`config.mk`:
```
export PLATFORM = sky130hd
export DESIGN_NAME = pe_scan_n
export DESIGN_NICKNAME = d
export VERILOG_FILES = /design/src/rtl/pe_scan_n.sv
export SDC_FILE = /design/constraint.sdc
export NUM_CORES = 1
export LEC_CHECK = 0
export CELL_PAD_IN_SITES_DETAIL_PLACEMENT = 1
export CELL_PAD_IN_SITES_GLOBAL_PLACEMENT = 1
export CORE_UTILIZATION = 30
export CTS_CLUSTER_SIZE = 16
export DETAILED_ROUTE_END_ITERATION = 12
export PLACE_DENSITY_LB_ADDON = 0.1
export REMOVE_ABC_BUFFERS = 1
export SLEW_MARGIN = 20
export SYNTH_ARGS = -nofsm -noshare
export SYNTH_HDL_FRONTEND = slang
export SYNTH_SLANG_ARGS = --single-unit
export TNS_END_PERCENT = 30
```
`constraint.sdc`:
```
create_clock -name clk -period 2.1 [get_ports clk]
set_input_delay 0.525 -clock clk [delete_from_list [all_inputs] [get_ports clk]]
set_output_delay 0.525 -clock clk [all_outputs]
set_load 0.02 [all_outputs]
```
`src/rtl/pe_scan_n.sv`:
```
// rtl/pe_scan_n.sv - sequential N-bit priority scanner; optional pend_cnt output under `PE_SCAN_COUNT_EN
module pe_scan_n #(
    parameter int N          = 8,
    parameter bit HIGH_FIRST = 1'b1,
    localparam int W         = $clog2(N)
) (
    input  logic         clk,
    input  logic         rst_n,
    input  logic         req_valid,
    output logic         req_ready,
    input  logic [N-1:0] req_vec,
    output logic         idx_valid,
    input  logic         idx_ready,
    output logic [W-1:0] idx,
    output logic         idx_none,
    output logic         idx_last
`ifdef PE_SCAN_COUNT_EN
    ,
    output logic [W:0]   pend_cnt
`endif
);

    typedef enum logic {
        S_IDLE  = 1'b0,
        S_SERVE = 1'b1
    } state_t;

    state_t       state_q, state_d;
    logic [N-1:0] pend_q, pend_d;
    logic         none_q, none_d;

    logic [W-1:0] pri_idx;
    logic [N-1:0] pri_mask;
    logic [N-1:0] rest;
    logic         last;

    // Pick the winning pending bit; the later loop hit overrides, so loop order sets priority
    always_comb begin
        pri_idx  = '0;
        pri_mask = '0;
        if (HIGH_FIRST) begin
            for (int i = 0; i < N; i++) begin
                if (pend_q[i]) begin
                    pri_idx     = W'(i);
                    pri_mask    = '0;
                    pri_mask[i] = 1'b1;
                end
            end
        end else begin
            for (int i = N - 1; i >= 0; i--) begin
                if (pend_q[i]) begin
                    pri_idx     = W'(i);
                    pri_mask    = '0;
                    pri_mask[i] = 1'b1;
                end
            end
        end
    end

    // A beat is the last one when nothing remains after removing the served bit
    always_comb begin
        rest = pend_q & ~pri_mask;
        last = (rest == '0);
    end

    // Next-state and handshake decode; outputs depend only on registered state
    always_comb begin
        state_d   = state_q;
        pend_d    = pend_q;
        none_d    = none_q;
        req_ready = 1'b0;
        idx_valid = 1'b0;
        case (state_q)
            S_IDLE: begin
                req_ready = 1'b1;
                if (req_valid) begin
                    pend_d  = req_vec;
                    none_d  = (req_vec == '0);
                    state_d = S_SERVE;
                end
            end
            S_SERVE: begin
                idx_valid = 1'b1;
                if (idx_ready) begin
                    if (last) begin
                        pend_d  = '0;
                        none_d  = 1'b0;
                        state_d = S_IDLE;
                    end else begin
                        pend_d = rest;
                    end
                end
            end
            default: begin
                state_d = S_IDLE;
            end
        endcase
    end

    // State, pending-bit and zero-vector flag registers
    always_ff @(posedge clk or negedge rst_n) begin
        if (!rst_n) begin
            state_q <= S_IDLE;
            pend_q  <= '0;
            none_q  <= 1'b0;
        end else begin
            state_q <= state_d;
            pend_q  <= pend_d;
            none_q  <= none_d;
        end
    end

    assign idx      = (state_q == S_SERVE) ? pri_idx : '0;
    assign idx_none = none_q;
    assign idx_last = (state_q == S_SERVE) && last;

`ifdef PE_SCAN_COUNT_EN
    logic [W:0] cnt;

    // Popcount of the pending bits: beats still owed for the current vector
    always_comb begin
        cnt = '0;
        for (int i = 0; i < N; i++) begin
            cnt = cnt + (W + 1)'(pend_q[i]);
        end
    end

    assign pend_cnt = cnt;
`endif

endmodule
```
==> results_dict.tcl <==
set metrics [dict create \
    vias 745 \
    synth_top_family_by_area "compound AO/OA/AOI/OAI gates" \
    irDropWorstVdd_v 0.000948 \
    avgViaCountPerCell 5.52 \
    period_needed_ns 2.33 \
    die_y_um 49.2 \
    worst_slack_ns -0.235 \
    synth_area_um2 668 \
    finalMaxSlewViolations 0 \
    drc 0 \
    period_share_pct 111 \
    globalplace.congestion 0.828 \
    r2r-start "pend_q[6]" \
    routed_wirelength_mm 2.31 \
    rsz0062_at_grt "true" \
    port_buffers 18 \
    synth_simple_gate_area_share_pct 16.7 \
    rrSetupSlack_ns 0.25 \
    fp.dieW_um 49.2 \
    yosysTopAreaCell "dfrtp_1" \
    yosys.area_share.xor_xnor_pct 0 \
    overflow 0 \
    grt_pass1_vias 790 \
    mostFrequentLayoutCells "buf_4, clkdlybuf4s50_1, dfrtp_1" \
    cts.sinks 10 \
    yosys_warnings 0 \
    ys_ff_latch 10 \
    status "finished, violations left" \
    reg2regPathDepth 8 \
    synth_fa_ha_area_share_pct 1.50 \
    cp-start-kind "register" \
    relSlewSlack_pct 67.3 \
    synthTopCellsByArea "dfrtp_1, a22o_1, o21ai_0" \
    slowest_stage "or3_4" \
    die_area_mm2 0.00242 \
    setup_viol 1 \
    worst_pin_slew_ns 0.488 \
    hold_viol 0 \
    power.density_mw_per_mm2 1770 \
    hold_path_depth 2 \
    fin_nets 121 \
    drtAntennaViolNets 0 \
    ys_seq_area_share_pct 37.5 \
    instances_no_fill 135 \
    io_pins 19 \
    start_util_pct 33.0 \
    grt_max_degree 13 \
    dp_slack_ns -0.473 \
    synth_cell_types 31 \
    hp-start "idx_none" \
    clkSlewWorstSetupHoldPaths_ns 0.07 \
    drt_iter0_markers 4 \
    rows 16 \
    r2r-end "pend_q[4]" \
    cts_buffers 3 \
    critPathKind "register to primary output" \
    coreArea_mm2 0.00202 \
    firstDrtPassIters 4 \
    antenna_found_initial 0 \
    crit_arrival_ns 1.81 \
    worstHoldEndpoint "idx_none" \
    path_max_fanout 3 \
    syn2layout_area_growth_pct 52.2 \
    critical_path_required_ns 1.57 \
    synth_compound_area_share_pct 35.0 \
    final_common_cell "buf_4" \
    grt_first_pass_wirelength_mm 3.82 \
    fin_skew_ns 0.000601 \
    cts_tree "yes" \
    fmax_mhz 428 \
    drive_above_1_share_pct 32.4 \
    wl_per_cell_um 17.1 \
    hp-class "register to register" \
    avgSynthCellArea_um2 9.15 \
    max_stage_delay_ns 0.42 \
    synth_top_area_share_pct 37.5 \
    cp-end-kind "primary output" \
    maxCapViolCount 0 \
    grtUsageTotal_pct 21.5 \
    synth_mux_area_share_pct 0 \
    htree_levels 1 \
    violations "negative setup slack" \
    antenna-diode-count 0 \
    post-place-cells 129 \
    leakagePower_uw 0.000444 \
    crit_chain "or3_4, a2111oi_4, o32a_2, and2_4, buf_6" \
    worstSkewPairLatency_ns 0.26 \
    finalPower_uw 1800 \
    syn_inst 73 \
    place_hpwl_mm 1.73 \
    cts_hold_buf 0 \
    cts_buffer_depth 2 \
    cts-root-buf "clkbuf_4" \
]
-- layer usage --
layer  global-route usage, %  part of all wire (%)  vias to the layer above
met5                       0                     0                        -
met1                    25.3                    46                      382
met3                    5.92                   3.0                        0
li1                        -                     -                      350
met2                    39.7                    51                       13
met4                    1.47                     0                        0
-- cell usage after synthesis --
master	n
nand4b_1	1
o21bai_1	1
and2_1	1
a211oi_1	1
clkbuf_8	2
o21ai_0	7
a21oi_1	4
a2111oi_4	1
a22o_1	4
or2_2	1
a32oi_1	1
o21a_1	1
a21o_1	1
maj3_1	1
inv_1	3
clkbuf_1	1
nor2b_1	2
dfrtp_1	10
buf_6	1
a22oi_1	2
nand2_1	4
o32a_2	1
o31ai_1	4
a31oi_1	2
o41ai_1	1
buf_2	1
nor3_1	1
clkinv_1	1
nor2_1	7
nor4_1	4
or3_1	1
-- what timing repair did --
action,CTS,global route
buffers inserted,1,1
gates resized for setup,20,4
cloned,0,0
pin swaps,3,2
endpoints found under the setup margin,4,2
hold endpoints to repair,0,0
-- cell type report --
cell class,count,area [µm²]
clock buffers,4,36.3
inverters,4,15.0
repair buffers,36,305
flip-flops and latches,10,251
multi-input cells,54,375
fillers,240,1000
well taps,27,33.8
-- kinds of logic after synthesis --
logic type               Yosys count
AO/OA/AOI/OAI                     31
flip-flops                        10
adder cells (fa/ha/maj)            1
buffers and inverters              9
AND/OR/NAND/NOR                   22
-- registers in the layout (all words and copies together) (netlist names) --
| name | cells |
|---|---|
| pend_q | 8 |
| idx_none | 1 |
| state_q | 1 |
-- worst max-delay path, delay by kind of cell (launching register included) --
kind	cells	cell delay, ns
simple gates	2	0.56
buf+inv	1	0.11
compound gates	2	0.49
flops	1	0.38
-- how the worst max path moves through the flow --
| stage | startpoint | to | slack [ns] | cells after the start |
|---|---|---|---|---|
| global placement | pend_q[4] | idx_last | -0.44 | 5 |
| detailed placement | pend_q[4] | idx_last | -0.47 | 5 |
| global route | pend_q[4] | idx_last | -0.29 | 5 |
| CTS | pend_q[5] | idx_last | -0.20 | 5 |
| finish | pend_q[4] | idx_last | -0.23 | 5 |
| floorplan | pend_q[4] | idx_last | -0.09 | 4 |
-- power by group --
part	internal [µW]	leakage (µW)	switching, µW	total, µW
Combinational	640	0.000294	648	1290
Clock	105	0.0000210	72.9	178
Sequential	266	0.000129	71.7	338
Total	1010	0.000444	793	1800
-- through the flow --
stage / utilization [%] / area, µm² / setup TNS [ns] / hold WS, ns
floorplan: - / 621 / -0.0854 / 0.229
global placement: 47.2 / 955 / -0.557 / 0.507
detailed placement: 47.2 / 955 / -0.601 / 0.519
CTS: 49.8 / 1010 / -0.200 / 0.540
global route: 50.3 / 1020 / -0.292 / 0.586
finish: 50.3 / 1020 / -0.235 / 0.536
Power figures use the tool's default switching activity.
